===== src/rtl/ctrl_mdio_sched_if.sv =====
// Bus bundle between the CPU register path, the MDIO scheduler and the MDIO frame engine.
// master = CPU decode plus MDIO engine side; slave = the scheduler.
interface ctrl_mdio_sched_if;
    logic        cpu_req;
    logic        cpu_wr;
    logic [4:0]  cpu_phy_addr;
    logic [4:0]  cpu_reg_addr;
    logic [15:0] cpu_wdata;
    logic        cpu_ack;
    logic [15:0] cpu_rdata;
    logic        cpu_err;

    logic        mdio_req;
    logic        mdio_wr;
    logic [4:0]  mdio_phy_addr;
    logic [4:0]  mdio_reg_addr;
    logic [15:0] mdio_wdata;
    logic        mdio_done;
    logic [15:0] mdio_rdata;

    modport master (
        output cpu_req, cpu_wr, cpu_phy_addr, cpu_reg_addr, cpu_wdata,
        input  cpu_ack, cpu_rdata, cpu_err,
        input  mdio_req, mdio_wr, mdio_phy_addr, mdio_reg_addr, mdio_wdata,
        output mdio_done, mdio_rdata
    );

    modport slave (
        input  cpu_req, cpu_wr, cpu_phy_addr, cpu_reg_addr, cpu_wdata,
        output cpu_ack, cpu_rdata, cpu_err,
        output mdio_req, mdio_wr, mdio_phy_addr, mdio_reg_addr, mdio_wdata,
        input  mdio_done, mdio_rdata
    );
endinterface


===== src/rtl/ctrl_mdio_sched.sv =====
// Shares one MDIO engine between the CPU register path and a periodic PHY status poller,
// and derives link/speed state from the polled register in hardware.
module ctrl_mdio_sched #(
    parameter logic [31:0] POLL_INTERVAL = 32'd10_000_000,
    parameter logic [4:0]  POLL_REG      = 5'd17,
    parameter int          LINK_BIT      = 10,
    parameter logic [15:0] TIMEOUT       = 16'd4096
) (
    input  logic              sys_clk,
    input  logic              rst,
    ctrl_mdio_sched_if.slave  bus,
    input  logic              poll_en,
    input  logic [4:0]        poll_phy_addr,
    output logic              phy_link_up,
    output logic              phy_giga_mode,
    output logic              link_change,
    output logic [7:0]        poll_timeouts
);

    typedef enum logic [1:0] {IDLE, XFER, FINISH} state_t;
    typedef enum logic {OWN_CPU, OWN_POLL} owner_t;

    state_t      state_reg, state_next;
    owner_t      owner_reg;

    logic [31:0] timer_reg;
    logic        poll_pending_reg;
    logic        last_poll_reg;

    logic        mdio_req_reg;
    logic        mdio_wr_reg;
    logic [4:0]  mdio_phy_reg;
    logic [4:0]  mdio_reg_addr_reg;
    logic [15:0] mdio_wdata_reg;
    logic [15:0] tout_cnt_reg;

    logic        cpu_ack_reg;
    logic [15:0] cpu_rdata_reg;
    logic        cpu_err_reg;
    logic        link_up_reg;
    logic        giga_reg;
    logic        chg_reg;
    logic        link_change_reg;
    logic [7:0]  poll_timeouts_reg;

    logic        grant_cpu, grant_poll;
    logic        xfer_end, timed_out;
    logic        timer_wrap;
    logic        new_link, new_giga;

    assign timer_wrap = (timer_reg == POLL_INTERVAL - 32'd1);
    assign new_link   = bus.mdio_rdata[LINK_BIT];
    assign new_giga   = (bus.mdio_rdata[15:14] == 2'b10) && new_link;

    // Arbitration and transaction sequencing. On a tie the requester not served last wins.
    always_comb begin
        state_next = state_reg;
        grant_cpu  = 1'b0;
        grant_poll = 1'b0;
        xfer_end   = 1'b0;
        timed_out  = 1'b0;
        case (state_reg)
            IDLE: begin
                if (bus.cpu_req && (!poll_pending_reg || last_poll_reg)) begin
                    grant_cpu = 1'b1;
                end else if (poll_pending_reg) begin
                    grant_poll = 1'b1;
                end
                if (grant_cpu || grant_poll) begin
                    state_next = XFER;
                end
            end
            XFER: begin
                if (bus.mdio_done) begin
                    xfer_end   = 1'b1;
                    state_next = FINISH;
                end else if (tout_cnt_reg == TIMEOUT - 16'd1) begin
                    xfer_end   = 1'b1;
                    timed_out  = 1'b1;
                    state_next = FINISH;
                end
            end
            FINISH: state_next = IDLE;
            default: state_next = IDLE;
        endcase
    end

    // A wrap always re-arms the poll, even if it lands on the grant cycle of the previous one.
    always_ff @(posedge sys_clk or posedge rst) begin
        if (rst) begin
            timer_reg        <= 32'd0;
            poll_pending_reg <= 1'b0;
        end else if (!poll_en) begin
            timer_reg        <= 32'd0;
            poll_pending_reg <= 1'b0;
        end else begin
            timer_reg <= timer_wrap ? 32'd0 : timer_reg + 32'd1;
            if (timer_wrap) begin
                poll_pending_reg <= 1'b1;
            end else if (grant_poll) begin
                poll_pending_reg <= 1'b0;
            end
        end
    end

    always_ff @(posedge sys_clk or posedge rst) begin
        if (rst) begin
            state_reg         <= IDLE;
            owner_reg         <= OWN_CPU;
            last_poll_reg     <= 1'b1;
            mdio_req_reg      <= 1'b0;
            mdio_wr_reg       <= 1'b0;
            mdio_phy_reg      <= 5'd0;
            mdio_reg_addr_reg <= 5'd0;
            mdio_wdata_reg    <= 16'd0;
            tout_cnt_reg      <= 16'd0;
            cpu_ack_reg       <= 1'b0;
            cpu_rdata_reg     <= 16'd0;
            cpu_err_reg       <= 1'b0;
            link_up_reg       <= 1'b0;
            giga_reg          <= 1'b0;
            chg_reg           <= 1'b0;
            link_change_reg   <= 1'b0;
            poll_timeouts_reg <= 8'd0;
        end else begin
            state_reg       <= state_next;
            cpu_ack_reg     <= 1'b0;
            chg_reg         <= 1'b0;
            link_change_reg <= chg_reg;

            if (grant_cpu || grant_poll) begin
                owner_reg         <= grant_poll ? OWN_POLL : OWN_CPU;
                last_poll_reg     <= grant_poll;
                mdio_req_reg      <= 1'b1;
                mdio_wr_reg       <= grant_poll ? 1'b0 : bus.cpu_wr;
                mdio_phy_reg      <= grant_poll ? poll_phy_addr : bus.cpu_phy_addr;
                mdio_reg_addr_reg <= grant_poll ? POLL_REG : bus.cpu_reg_addr;
                mdio_wdata_reg    <= grant_poll ? 16'd0 : bus.cpu_wdata;
                tout_cnt_reg      <= 16'd0;
            end

            // Results land on the edge into FINISH so they are visible during the FINISH cycle.
            if (state_reg == XFER) begin
                tout_cnt_reg <= tout_cnt_reg + 16'd1;
                if (xfer_end) begin
                    mdio_req_reg <= 1'b0;
                    if (owner_reg == OWN_CPU) begin
                        cpu_ack_reg   <= 1'b1;
                        cpu_rdata_reg <= timed_out ? 16'hFFFF : bus.mdio_rdata;
                        cpu_err_reg   <= timed_out;
                    end else if (timed_out) begin
                        if (poll_timeouts_reg != 8'hFF) begin
                            poll_timeouts_reg <= poll_timeouts_reg + 8'd1;
                        end
                    end else begin
                        link_up_reg <= new_link;
                        giga_reg    <= new_giga;
                        chg_reg     <= (new_link != link_up_reg) || (new_giga != giga_reg);
                    end
                end
            end
        end
    end

    assign bus.mdio_req      = mdio_req_reg;
    assign bus.mdio_wr       = mdio_wr_reg;
    assign bus.mdio_phy_addr = mdio_phy_reg;
    assign bus.mdio_reg_addr = mdio_reg_addr_reg;
    assign bus.mdio_wdata    = mdio_wdata_reg;
    assign bus.cpu_ack       = cpu_ack_reg;
    assign bus.cpu_rdata     = cpu_rdata_reg;
    assign bus.cpu_err       = cpu_err_reg;
    assign phy_link_up       = link_up_reg;
    assign phy_giga_mode     = giga_reg;
    assign link_change       = link_change_reg;
    assign poll_timeouts     = poll_timeouts_reg;

endmodule


===== src/flat_wrapper.sv =====
// flat-port wrapper written by rule: the top's interface ports become plain ports
module ctrl_mdio_sched_flat 
#(
    parameter logic [31:0] POLL_INTERVAL = 32'd10_000_000,
    parameter logic [4:0]  POLL_REG      = 5'd17,
    parameter int          LINK_BIT      = 10,
    parameter logic [15:0] TIMEOUT       = 16'd4096
)
  (sys_clk, rst, poll_en, poll_phy_addr, phy_link_up, phy_giga_mode, link_change, poll_timeouts, bus_cpu_req, bus_cpu_wr, bus_cpu_phy_addr, bus_cpu_reg_addr, bus_cpu_wdata, bus_cpu_ack, bus_cpu_rdata, bus_cpu_err, bus_mdio_req, bus_mdio_wr, bus_mdio_phy_addr, bus_mdio_reg_addr, bus_mdio_wdata, bus_mdio_done, bus_mdio_rdata);
  ctrl_mdio_sched_if bus_i ();
  input  logic sys_clk;
  input  logic rst;
  input  logic poll_en;
  input  logic [4:0] poll_phy_addr;
  output logic phy_link_up;
  output logic phy_giga_mode;
  output logic link_change;
  output logic [7:0] poll_timeouts;
  input wire logic [$bits(bus_i.cpu_req)-1:0] bus_cpu_req;
  input wire logic [$bits(bus_i.cpu_wr)-1:0] bus_cpu_wr;
  input wire logic [$bits(bus_i.cpu_phy_addr)-1:0] bus_cpu_phy_addr;
  input wire logic [$bits(bus_i.cpu_reg_addr)-1:0] bus_cpu_reg_addr;
  input wire logic [$bits(bus_i.cpu_wdata)-1:0] bus_cpu_wdata;
  output wire logic [$bits(bus_i.cpu_ack)-1:0] bus_cpu_ack;
  output wire logic [$bits(bus_i.cpu_rdata)-1:0] bus_cpu_rdata;
  output wire logic [$bits(bus_i.cpu_err)-1:0] bus_cpu_err;
  output wire logic [$bits(bus_i.mdio_req)-1:0] bus_mdio_req;
  output wire logic [$bits(bus_i.mdio_wr)-1:0] bus_mdio_wr;
  output wire logic [$bits(bus_i.mdio_phy_addr)-1:0] bus_mdio_phy_addr;
  output wire logic [$bits(bus_i.mdio_reg_addr)-1:0] bus_mdio_reg_addr;
  output wire logic [$bits(bus_i.mdio_wdata)-1:0] bus_mdio_wdata;
  input wire logic [$bits(bus_i.mdio_done)-1:0] bus_mdio_done;
  input wire logic [$bits(bus_i.mdio_rdata)-1:0] bus_mdio_rdata;
  assign bus_i.cpu_req = bus_cpu_req;
  assign bus_i.cpu_wr = bus_cpu_wr;
  assign bus_i.cpu_phy_addr = bus_cpu_phy_addr;
  assign bus_i.cpu_reg_addr = bus_cpu_reg_addr;
  assign bus_i.cpu_wdata = bus_cpu_wdata;
  assign bus_cpu_ack = bus_i.cpu_ack;
  assign bus_cpu_rdata = bus_i.cpu_rdata;
  assign bus_cpu_err = bus_i.cpu_err;
  assign bus_mdio_req = bus_i.mdio_req;
  assign bus_mdio_wr = bus_i.mdio_wr;
  assign bus_mdio_phy_addr = bus_i.mdio_phy_addr;
  assign bus_mdio_reg_addr = bus_i.mdio_reg_addr;
  assign bus_mdio_wdata = bus_i.mdio_wdata;
  assign bus_i.mdio_done = bus_mdio_done;
  assign bus_i.mdio_rdata = bus_mdio_rdata;
  ctrl_mdio_sched #(.POLL_INTERVAL(POLL_INTERVAL), .POLL_REG(POLL_REG), .LINK_BIT(LINK_BIT), .TIMEOUT(TIMEOUT)) u_core (.sys_clk(sys_clk), .rst(rst), .bus(bus_i), .poll_en(poll_en), .poll_phy_addr(poll_phy_addr), .phy_link_up(phy_link_up), .phy_giga_mode(phy_giga_mode), .link_change(link_change), .poll_timeouts(poll_timeouts));
endmodule

===== config.mk =====
export PLATFORM = sky130hd
export DESIGN_NAME = ctrl_mdio_sched_flat
export DESIGN_NICKNAME = d
export VERILOG_FILES = /design/src/rtl/ctrl_mdio_sched_if.sv /design/src/rtl/ctrl_mdio_sched.sv /design/src/flat_wrapper.sv
export SDC_FILE = /design/constraint.sdc
export NUM_CORES = 1
export LEC_CHECK = 0
export CAP_MARGIN = 10
export CORE_MARGIN = 5
export CORE_UTILIZATION = 30
export DETAILED_ROUTE_END_ITERATION = 8
export SYNTH_ARGS = -nofsm -noshare
export SYNTH_HDL_FRONTEND = slang
export SYNTH_SLANG_ARGS = --single-unit

===== constraint.sdc =====
create_clock -name sys_clk -period 4.1 [get_ports sys_clk]
set_input_delay 0.41 -clock sys_clk [delete_from_list [all_inputs] [get_ports sys_clk]]
set_output_delay 0.41 -clock sys_clk [all_outputs]
set_load 0.005 [all_outputs]

[Yosys cells after proc, flatten, opt, wreduce, memory -nomap -nowiden]
Index checks and enable logic that the tools add are counted.
Word-level totals
  bits in registers: 111
  latch bits: 0
  memory bits (writable): 0
  ROM bits: 0
  bits of input ports: 53
  output and inout bits: 57
  logic and storage cells: 86
  memories: 0
Cells by class
  $add $sub $neg: 3
  $mul: 0
  div/mod/pow operators: 0
  magnitude comparators: 0
  equal/unequal tests: 10
  shift operators: 0
  muxes and demuxes: 39
  bitwise gates (word level): 2
  reduce and logical (&&, ||, !) cells: 13
Operator list (number)
  $mux 16: 4
  $mux 32: 2
  $add 32x1->32 const B: 1
  $eq 32x24->1 const B: 1
  $mux 1: 27
  $add 16x1->16 const B: 1
  $eq 16x12->1 const B: 1
  $mux 5: 2
  $add 8x1->8 const B: 1
  $ne 8x8->1 const B: 1
  $mux 2: 3
  $reduce_and 5->1: 1
  $logic_or 1x1->1: 4
  $pmux 2 s2: 1
  $reduce_and 4->1: 1
  $ne 3x1->1 const B: 1
  $ne 3x2->1 const B: 1
  $reduce_and 3->1: 1
  $eq 2x1->1 const B: 1
  $eq 2x2->1 const B: 1
  $logic_and 1x1->1: 2
  $logic_not 2->1: 1
  $ne 1x1->1: 2
  $ne 2x1->1 const B: 1
  other kinds (4): 5

[Depth between registers and ports, before layout]
Gate-level depths: netlist of the first run.
  depth in word-level cells: 10
  gate-level depth with buffers: 7
  depth with buffers taken out: 6

[Least setup slack after synthesis of the first run]
Ideal clock, no wire load.
  path kind: register to register
  start point: register u_core.tout_cnt_reg[13]
  end point: register u_core.poll_timeouts_reg[7], in the netlist u_core.poll_timeouts[7]
  setup time: 0.079 ns
  data arrival time: 1.804 ns
  slack: 2.217 ns
  cell stages (with the launch flop): 6
  path buffers: 0
  clock period less this slack: 1.883 ns
  cell sequence: dfrtp_1 -> or4_4 -> nor4_4 -> nand3b_2 -> nor4_2 -> xor2_1
Between the ends
  longest elaborated chain between the ends: 5
RTL lines
  from (decl): RTL line ctrl_mdio_sched.sv:35  | logic [15:0] tout_cnt_reg;
  from (signal assigned): RTL line ctrl_mdio_sched.sv:144  | tout_cnt_reg <= tout_cnt_reg + 16'd1;
  $eq 16x12->1 *: RTL line ctrl_mdio_sched.sv:77  | end else if (tout_cnt_reg == TIMEOUT - 16'd1) begin
  $mux 1 *: RTL line ctrl_mdio_sched.sv:77
  $mux 1: RTL line ctrl_mdio_sched.sv:74  | if (bus.mdio_done) begin
  $mux 1: RTL line ctrl_mdio_sched.sv:62  | case (state_reg)
  $reduce_and 5->1 (no line) *
  to (signal assigned): RTL line ctrl_mdio_sched.sv:153  | poll_timeouts_reg <= poll_timeouts_reg + 8'd1;
  to (decl): RTL line ctrl_mdio_sched.sv:44  | logic [7:0] poll_timeouts_reg;
Mark *: on every way between the ends. The rest lies on a longest branch, timed or not.
A chain may end at the register's enable or synchronous reset.

[Worst setup path after layout of the first run]
  start point: register u_core.timer_reg[13]
  end point: register u_core.timer_reg[9]
Between the ends
  longest elaborated chain between the ends: 3
RTL lines
  from (decl): RTL line ctrl_mdio_sched.sv:26  | logic [31:0] timer_reg;
  from (signal assigned): RTL line ctrl_mdio_sched.sv:97  | timer_reg <= timer_wrap ? 32'd0 : timer_reg + 32'd1;
  $eq 32x24->1: RTL line ctrl_mdio_sched.sv:51  | assign timer_wrap = (timer_reg == POLL_INTERVAL - 32'd1);
  $mux 32: RTL line ctrl_mdio_sched.sv:97
  $mux 32: RTL line ctrl_mdio_sched.sv:93  | end else if (!poll_en) begin
No other way between the ends.

==> results of run 1 <==
==> through the flow <==
step	utilization, %	instances	cell area, um^2	hold slack, ns	setup slack (ns)
CTS	40.8	764	6450	0.354	1.65
detailed placement	38.9	748	6160	0.338	1.68
global placement	38.9	748	6160	0.336	1.73
finish	40.8	764	6450	0.352	1.66
floorplan	-	435	4820	0.331	0.761
global route	40.8	764	6450	0.360	1.49
==> worst max-delay path: stages (launching register included) <==
cell     delay, ns
dfrtp_1       0.43
nor4b_1       0.38
nand4_1       0.19
or4_1         0.53
nand2_1       0.63
nor2_1        0.12
==> routing by layer <==
layer | vias to the layer above | track usage (%)
met1 | 1858 | 17.3
met4 | 0 | 3.02
met2 | 75 | 21.9
met5 | - | 0
met3 | 13 | 3.49
li1 | 1777 | -
==> area by class of cell <==
cell class,count,share of cell area (%)
inverters,7,0.446
flip-flops and latches,111,43.1
well taps,216,4.19
multi-input cells,302,30.3
clock inverters,6,0.951
repair buffers,112,17.5
clock buffers,10,3.55
==> worst paths after layout <==
path / to / cells after the start
setup / recovery: u_core.timer_reg[9]$_DFF_PP0_ / 5
hold / removal: u_core.link_change$_DFF_PP0_ / 0
setup reg to reg: u_core.timer_reg[9]$_DFF_PP0_ / 5
hold reg to reg: u_core.link_change$_DFF_PP0_ / 0
max in group asynchronous: u_core.bus.cpu_rdata[2]$_DFFE_PP0P_ / 3
min in group asynchronous: u_core.bus.cpu_rdata[14]$_DFFE_PP0P_ / 2
==> power by group <==
part / total (W) / leakage [nW] / internal [W] / switching (W)
Combinational: 0.000863 / 1.13 / 0.000545 / 0.000318
Clock: 0.000873 / 0.142 / 0.000473 / 0.000400
Sequential: 0.00144 / 1.44 / 0.00131 / 0.000132
Total: 0.00318 / 2.72 / 0.00233 / 0.000850
==> cell families after synthesis <==
| family | Yosys count |
|---|---|
| buf+inv | 22 |
| fa+ha+maj | 3 |
| flops | 111 |
| mux | 7 |
| compound gates | 79 |
| simple gates | 175 |
| xor+xnor | 38 |
==> cells in the final DEF, fill, tap and decap left out, drive strengths merged, types with 3 or more instances in the layout <==
| master | n |
|---|---|
| dfrtp | 110 |
| clkdlybuf4s50 | 109 |
| nor2 | 46 |
| nand2 | 43 |
| xor2 | 29 |
| a22o | 20 |
| nand4 | 19 |
| nand3 | 18 |
| o22a | 18 |
| o21ai | 17 |
| nor3 | 11 |
| clkbuf | 10 |
| xnor2 | 9 |
| and3 | 8 |
| inv | 7 |
| a21oi | 7 |
| nor4 | 7 |
| o22ai | 5 |
| mux2i | 5 |
| nor2b | 4 |
| or3 | 4 |
| clkinv | 4 |
| nor4b | 3 |
| and2 | 3 |
| o31ai | 3 |
| ha | 3 |
| buf | 3 |
==> results_dict.tcl, run 1 <==
set metrics [dict create \
    status "finished, final reports clean" \
    cts_root_buf "clkbuf_16" \
    synth_top_family_by_area "simple AND/OR/NAND/NOR gates" \
    grt-ovfl-total 0 \
    maxSlewViolCount 0 \
    multi_input_area_mm2 0.00196 \
    gp_congestion 0.800 \
    initial_core_util_pct 30.5 \
    path_max_fanout 24 \
    syn2layout_area_growth_pct 33.8 \
    required_ns 4.29 \
    r2r-start "u_core.timer_reg[13]$_DFF_PP0_" \
    hold_class "reg -> reg" \
    fp.dieH_um 137 \
    maxCapViolCount 0 \
    yosys.area_share.xor_xnor_pct 6.90 \
    ys_async_sr_fraction_pct 100 \
    dr.pass1.iters 5 \
    drc 0 \
    antenna_found_initial 0 \
    worstMarginPinSlew_ns 0.986 \
    cp-start-kind "flop" \
    layout-drive-gt1-share_pct 6.39 \
    seqCellArea_mm2 0.00278 \
    ys_types 52 \
    nNetsFinal 599 \
    vias_per_cell 4.87 \
    ys.flop_type "dfrtp_1" \
    synth_edf_count 0 \
    yosys.area.top_type "dfrtp_1" \
    synthAdderAreaFrac_pct 0.779 \
    nFillCells 1513 \
    gr-usage-all-layers_pct 13.2 \
    die_area_mm2 0.0187 \
    yosysMostFrequentCell "dfrtp_1" \
    numClockSinks 111 \
    dr_wl_met2_um 6110 \
    clk_pin_slew_ns 0.08 \
    powerDensity_mw_per_mm2 493 \
    worst_skew_pair.late_latency_ns 0.35 \
    yosysWarnings 0 \
    synthTopCellsByArea "dfrtp_1, xor2_1, a22o_1, nor2_1, nand2_1" \
    routedWlPerCell_um 15.6 \
    synthMuxAreaShare_pct 1.51 \
    hold_viol_final 0 \
    arrival_ns 2.63 \
    peakVddDrop_mv 0.228 \
    die_width_um 137 \
    met3_length_um 404 \
    dr.max_layer_used "met4" \
    largest_register_ffs 32 \
    cts_tree "yes" \
    setup_viol 0 \
    synthTopCellsByCount "dfrtp_1, nor2_1, nand2_1" \
    coreArea_mm2 0.0158 \
    ctsHoldBuffers 0 \
    synth_area_per_cell_um2 11.1 \
    drtIter0Drc 199 \
    synth_top_area_share_pct 57.1 \
    syn_area_mm2 0.00482 \
    period_needed_ns 2.44 \
    post_cts.repair.setup_buffers 0 \
    relSlewSlack_pct 33.6 \
    via_count 3723 \
    syn_inst 435 \
    wl_met1_um 5350 \
    rsz0062_at_grt "no" \
    synth_compound_area_share_pct 12.1 \
    portBuffers 109 \
    clock_skew_ns 0.00985 \
    crit_path_start "u_core.timer_reg[13]$_DFF_PP0_" \
    cts_max_level 3 \
    numCtsBuffers 9 \
    grt_pass1_wl_um 19800 \
    synth-seq-area-share_pct 57.6 \
    path_class "reg -> reg" \
    clock_path_buffers 2 \
    ios 110 \
    dp.final_hpwl_um 8430 \
    total_power_w 0.00318 \
    max_freq_mhz 410 \
    num_antenna_cells 0 \
    synth-simple-area-share_pct 19.2 \
    grt_max_degree 74 \
    synth_nets 491 \
    grt_pass1_vias 3822 \
    total_leakage_power_nw 2.72 \
    critical_path.endpoint_type "flop" \
    wl_um 12000 \
    ff2ff_setup_slack_ns 1.66 \
    fin_crit_sh_pct 59.5 \
    worstHoldStart "u_core.chg_reg$_DFF_PP0_" \
    num_rows 46 \
    ctsResizeCount 0 \
    antenna_left 0 \
    fin_tns_setup_ns 0 \
    ys_ff_latch 111 \
]
Note: power is estimated with default switching activity, not from simulation.
==> inputs of run 2 (changes only) <==
clock period = 2.3 ns   (was 4.1 ns; I/O delays follow)
==> run 2 against run 1 <==
Setup slack got worse by 1.5 ns. Final area is 2.0% higher. Via count shrank 0.35%. Hold slack improved by 0.0050 ns. Register-to-register slack got worse by 1.5 ns.
==> results_dict.tcl, run 2 (synthesis gave the netlist of run 1 again) <==
set metrics [dict create \
    status "finished, final reports clean" \
    cts_max_level 3 \
    grt_pass1_wl_um 19600 \
    fp.dieH_um 137 \
    placed_cell_area_mm2 0.00626 \
    dr.pass1.iters 4 \
    initial_core_util_pct 30.5 \
    hold_viol_final 0 \
    largest_register_ffs 32 \
    nFillCells 1479 \
    relSlewSlack_pct 33.5 \
    portBuffers 109 \
    ff2ff_setup_slack_ns 0.21 \
    cp-start-kind "flop" \
    arrival_ns 2.35 \
    worst_skew_pair.late_latency_ns 0.34 \
    num_antenna_cells 0 \
    design_area_mm2 0.00658 \
    required_ns 2.56 \
    dp.final_hpwl_um 8260 \
    syn2layout_area_growth_pct 36.4 \
    coreArea_mm2 0.0158 \
    ctsResizeCount 0 \
    antenna_found_initial 0 \
    grt_pass1_vias 3812 \
    layout-drive-gt1-share_pct 8.06 \
    fin_crit_sh_pct 91.0 \
    powerDensity_mw_per_mm2 878 \
    post_cts.repair.setup_buffers 0 \
    critical_path.endpoint_type "flop" \
    total_power_w 0.00577 \
    max_freq_mhz 478 \
    final_cell_mix "dfrtp_1, clkdlybuf4s50_1, nor2_1" \
    total_leakage_power_nw 2.79 \
    numClockSinks 111 \
    clock_skew_ns 0.00677 \
    num_rows 46 \
    maxCapViolCount 0 \
    path_class "reg -> reg" \
    path_max_fanout 8 \
    hold_class "reg -> reg" \
    peakVddDrop_mv 0.425 \
    die_area_mm2 0.0187 \
    crit_family "simple AND/OR/NAND/NOR gates" \
    via_count 3710 \
    ios 110 \
    fin_util_pct 41.5 \
    die_width_um 137 \
    rsz0062_at_grt "no" \
    crit_chain "or4_4 -> nor4_4 -> nand3b_2 -> nor4_2 -> xor2_1" \
    placed_cells 759 \
    maxSlewViolCount 0 \
    gr-usage-all-layers_pct 13.0 \
    holdPathStages 0 \
    gp_congestion 0.835 \
    cts_tree "yes" \
    final_common_cell "dfrtp_1" \
    drtIter0Drc 228 \
    clk_pin_slew_ns 0.07 \
    grt-ovfl-total 0 \
    routedWlPerCell_um 15.0 \
    slowest_delay_ns 0.56 \
    numCtsBuffers 9 \
    worstMarginPinSlew_ns 0.998 \
    antenna_left 0 \
    path_buf_inv 0 \
    setup_viol 0 \
    nNetsFinal 610 \
    reg2regPathDepth 5 \
    vias_per_cell 4.79 \
    fin_tns_setup_ns 0 \
    wl_um 11600 \
    ctsHoldBuffers 0 \
    final_cells 774 \
    period_needed_ns 2.09 \
    cts_root_buf "clkbuf_16" \
    crit_cells 5 \
    clock_path_buffers 2 \
    grt_max_degree 112 \
    drc 0 \
    crit_path_top_delay_cell "or4_4" \
]
[run 2: changes by cell type in the layout (fill, tap and decap cells not counted)]
cell	change
buf_4	+10
buf_12	+1
bufinv_16	+1
clkbuf_8	+1
clkinv_2	-1
clkinv_4	-1
inv_4	-1
o21ai_2	-1
o21ai_4	+1
[run 2: path summary, 6_finish.rpt]
check | to | startpoint
max in group asynchronous | u_core.poll_timeouts[5]$_DFFE_PP0P_ | rst
min in group asynchronous | u_core.bus.cpu_rdata[6]$_DFFE_PP0P_ | rst
worst min-delay path | u_core.link_change$_DFF_PP0_ | u_core.chg_reg$_DFF_PP0_
worst max register to register | u_core.poll_timeouts[7]$_DFFE_PP0P_ | u_core.tout_cnt_reg[13]$_DFFE_PP0P_
worst min register to register | u_core.link_change$_DFF_PP0_ | u_core.chg_reg$_DFF_PP0_
worst max-delay path | u_core.poll_timeouts[7]$_DFFE_PP0P_ | u_core.tout_cnt_reg[13]$_DFFE_PP0P_
[run 2: final cells by class]
cell class,instances,area [um^2],area share (%)
tap,216,270,4.11
clock buffer,11,243,3.69
sequential,111,2780,42.3
multi-input combinational,302,1960,29.9
timing repair buffer,123,1220,18.6
inverter,7,30.0,0.457
clock inverter,4,70.1,1.07
[run 2: layer usage]
metal	share of wire, %	vias up	global-route usage [%]
met5	0	-	0
met2	50	70	21.4
met3	3.7	11	2.46
met4	1.2	0	4.54
li1	-	1797	-
met1	45	1832	17.2
[run 2: stage by stage]
stage | hold slack (ns) | setup slack, ns
2_1_floorplan | 0.316 | 0.417
3_3_place_gp | 0.340 | 0.261
3_5_place_dp | 0.348 | 0.215
4_1_cts | 0.363 | 0.182
5_1_grt | 0.374 | 0.0634
6_report | 0.357 | 0.207
[run 2: worst reg2reg max path, cell delays in order (launching register included)]
cell      delay (ns)
dfrtp_1         0.43
or4_4           0.56
nor4_4          0.27
nand3b_2        0.25
nor4_2          0.32
xor2_1          0.18
[run 2: power breakdown]
part	switching [W]	internal, W
clock network	0.000671	0.000976
registers	0.000239	0.00234
logic	0.000567	0.000983
==> patch 1, RTL diff (settings of run 1) <==
Encoding of `state_t`: now one-hot (3 bits for 3 states).
--- a/src/rtl/ctrl_mdio_sched.sv
+++ b/src/rtl/ctrl_mdio_sched.sv
@@ -19,3 +19,3 @@
 
-    typedef enum logic [1:0] {IDLE, XFER, FINISH} state_t;
+    typedef enum logic [2:0] {IDLE = 3'b001, XFER = 3'b010, FINISH = 3'b100} state_t;
     typedef enum logic {OWN_CPU, OWN_POLL} owner_t;
Behaviour: no difference found for any inputs over 10 cycles, from zero or initial values and one cycle with rst high; not proved beyond that.
==> patch 1 against run 1 <==
Sequential cell count increased by 1; wire length increased by 1.7%; clock skew about the same; setup slack got worse by 0.014 ns; final cell count increased by 3.5%; area after synthesis increased by 2.4%; power increased by 9.5%; cell area increased by 2.8%; largest power group unchanged.
==> patch 1: results <==
[synthesis]
synth-seq-area-share_pct = 56.8
synthTopCellsByCount = 110 x dfrtp_1, 46 x nor2_1, 41 x nand2_1, 31 x nand3_1, 27 x o21ai_0
synth.top_cells.by_area = dfrtp_1 56%, a22o_1 3.5%, nor2_1 3.5%
synth_cell_types = 46
synth_cells = 456
synth_compound_area_share_pct = 13.0
synth_nets = 512

[final_layout]
n_all_buffers = 113
clkCellAreaFrac_pct = 4.98
multi_input_gates = 321
n_all_inverters = 9
nNetsFinal = 622
fillers = 1594
bufAreaShareNonClock_pct = 17.2
multi_input_area_share_pct = 30.8

[critical_path]
cp_slowest_stage_delay_ns = 0.67
crit_fanout = 18
cpMaxStageDelayCell = or4_1
worstPathArrival_ns = 2.66
worstReg2RegStart = u_core.timer_reg[24]$_DFF_PP0_

[global_route]
grt_pass1_wl_mm = 20.8
first_global_vias = 4060
grt_max_degree = 90
use_met1_pct = 16.8
track_usage_pct = 13.0

[floorplan]
rows = 47

[routing]
routed_wl_mm = 12.2
viasPerCell = 4.98
drtIter0Drc = 261

[placement]
dp_hpwl_mm = 8.67
place_inst = 774
routabilityCongestion = 0.906

[worst_hold_path]
holdCritPathClass = in -> async

[pwr]
leakage_uw = 0.00275
peakVddDrop_mv = 0.253

[status]
status = complete, no violations

[clocking]
cts_sinks = 112

[sta]
tightest_slew_ns = 0.830
period_share_pct = 59.9
-- patch 1: cell types whose count changed after synthesis, sizes merged, moves of 4 or more --
cell   delta
xor2     -14
mux2i     +4
a31oi     +6
nand3    +13
o21ai    +12
o22ai     -5
xnor2     +4
-- patch 1: logic make-up after synthesis --
logic type               after synthesis
AO/OA/AOI/OAI                         92
XOR/XNOR                              28
adder cells (fa/ha/maj)                3
buffers and inverters                 23
flip-flops                           112
multiplexers                          14
AND/OR/NAND/NOR                      184
-- patch 1: report_power, final --
part	switching, µW	internal (µW)
Sequential	141	1360
Clock	408	571
Combinational	380	623
Total	929	2550
-- patch 1: layer usage --
| layer | share of wire (%) | vias to the layer above | wire, µm |
|---|---|---|---|
| li1 | - | 1875 | - |
| met1 | 45 | 1934 | 5490 |
| met2 | 47 | 109 | 5770 |
| met3 | 5.3 | 19 | 649 |
| met4 | 2.0 | 0 | 244 |
| met5 | 0 | - | 0 |
==> patch 2, RTL diff (settings of run 1) <==
Made on the original files. `POLL_INTERVAL` is set to 32'd10_000_000 in 2 places; all go to 32'd5000000.
--- a/src/rtl/ctrl_mdio_sched.sv
+++ b/src/rtl/ctrl_mdio_sched.sv
@@ -3,3 +3,3 @@
 module ctrl_mdio_sched #(
-    parameter logic [31:0] POLL_INTERVAL = 32'd10_000_000,
+    parameter logic [31:0] POLL_INTERVAL = 32'd5000000,
     parameter logic [4:0]  POLL_REG      = 5'd17,
--- a/src/flat_wrapper.sv
+++ b/src/flat_wrapper.sv
@@ -3,3 +3,3 @@
 #(
-    parameter logic [31:0] POLL_INTERVAL = 32'd10_000_000,
+    parameter logic [31:0] POLL_INTERVAL = 32'd5000000,
     parameter logic [4:0]  POLL_REG      = 5'd17,
Check against the original RTL: no difference found for any inputs over 10 cycles, from zero or initial values and one cycle with rst high; that may be too few to reach the edited logic, so the function may still have changed.
==> patch 2 against run 1 <==
Area after synthesis increased by 0.80%; sequential cell count unchanged; first-iteration DRC count increased by 2.5%; sequential share of layout area decreased by 0.50 points; wire length decreased by 2.0%; power increased by 3.6%; setup slack improved by 0.027 ns; cell area increased by 1.2%; critical endpoint is now u_core.bus.cpu_rdata[14]$_DFFE_PP0P_; largest cell class unchanged; highest routed layer unchanged.
==> patch 2: results <==
[status]
status = complete, no violations

[pwr]
comb-power_uw = 887
leakage_uw = 0.00264
peakVddDrop_mv = 0.221
swShare_pct = 25.9

[critical_path]
worstPathArrival_ns = 2.71
cp_slowest_stage_delay_ns = 0.58
cpMaxStageDelayCell = or4_4
crit_fanout = 17

[synthesis]
synth-seq-area-share_pct = 57.2
synth_cell_types = 47
synth_nets = 505
synthTopCellsByCount = 110 x dfrtp_1, 48 x nor2_1, 43 x nand2_1, 28 x xnor2_1, 21 x nand3_1
postSynthAreaPerCell_um2 = 10.8

[final_layout]
fillers = 1555
drive_above_1_share_pct = 6.39
nNetsFinal = 614
layoutNonFillerInstCount = 779

[placement]
routabilityCongestion = 0.785
dp_hpwl_mm = 8.40
place_inst = 763

[global_route]
first_global_vias = 3610
grt_pass1_wl_mm = 18.7
track_usage_pct = 12.5
grt_max_degree = 84

[routing]
first_pass_iters = 4
drtIter0Drc = 204
routed_wl_mm = 11.7

[sta]
relSlewSlack_pct = 32.1
fin_skew_ns = 0.00585

[clocking]
cts_root_buf = clkbuf_16
patch 2: cell types whose count changed after synthesis, moves of 4 or more:
cell      before  now
mux2i_1        5    1
nor4_1         4   11
o22a_2         0    6
o22ai_1        5    9
xnor2_1        9   28
xor2_1        29    9
inv_1          7   11
nand4_1       18   12
clkbuf_1      11   15
and4_1         1    5
o22a_1        18   12
or3_1          4    0
patch 2: final timing paths:
path                       slack, ns  depth (start not counted)                           startpoint                                    end
max in group asynchronous       2.56                          3                                  rst  u_core.bus.mdio_wdata[10]$_DFFE_PP0P_
setup reg to reg                1.69                          5  u_core.tout_cnt_reg[12]$_DFFE_PP0P_   u_core.bus.cpu_rdata[14]$_DFFE_PP0P_
min in group asynchronous       0.66                          2                                  rst    u_core.bus.cpu_rdata[3]$_DFFE_PP0P_
setup / recovery                1.69                          5  u_core.tout_cnt_reg[12]$_DFFE_PP0P_   u_core.bus.cpu_rdata[14]$_DFFE_PP0P_
hold reg to reg                 0.35                          0             u_core.chg_reg$_DFF_PP0_           u_core.link_change$_DFF_PP0_
hold / removal                  0.35                          0             u_core.chg_reg$_DFF_PP0_           u_core.link_change$_DFF_PP0_
patch 2: metal layers:
| metal | global-route usage [%] | vias up | share of wire [%] | wire, µm |
|---|---|---|---|---|
| met5 | 0 | - | 0 | 0 |
| met2 | 20.8 | 60 | 51 | 6010 |
| met3 | 2.96 | 17 | 3.6 | 416 |
| li1 | - | 1825 | - | - |
| met4 | 4.32 | 0 | 1.7 | 203 |
| met1 | 16.0 | 1804 | 43 | 5080 |
patch 2: cell type report:
class	count	share of cell area, %
well taps	216	4.14
clock buffers	13	3.99
flip-flops and latches	111	42.6
inverters	11	0.671
multi-input cells	310	30.2
repair buffers	115	17.4
clock inverters	3	1.04
patch 2: stage by stage:
step / setup WS [ns] / hold slack, ns / power (µW) / cell area, µm²
after detailed placement: 1.67 / 0.345 / 2360 / 6200
after global placement: 1.72 / 0.342 / 2340 / 6200
after global routing: 1.49 / 0.365 / 3450 / 6530
after floorplan: 0.761 / 0.331 / 1790 / 4860
final: 1.69 / 0.354 / 3290 / 6530
after CTS: 1.65 / 0.362 / 3340 / 6530
patch 2: kinds of logic (layout without fill, tap and decap cells):
group | Yosys count | in the layout | share of synthesized area (%)
DFF | 111 | 111 | 57.2
and+or+nand+nor | 180 | 180 | 19.0
xor gates and xnor gates | 38 | 38 | 7.00
adders and majority gates | 3 | 3 | 0.772
buffers and inverters | 28 | 142 | 2.39
muxes | 3 | 3 | 0.669
AOI/OAI and AO/OA | 86 | 86 | 13.0
patch 2: critical path: cells and delay by family (launching register included):
family	cells	cell delay, ns
AOI/OAI and AO/OA	1	0.24
DFF	1	0.44
and+or+nand+nor	4	1.68
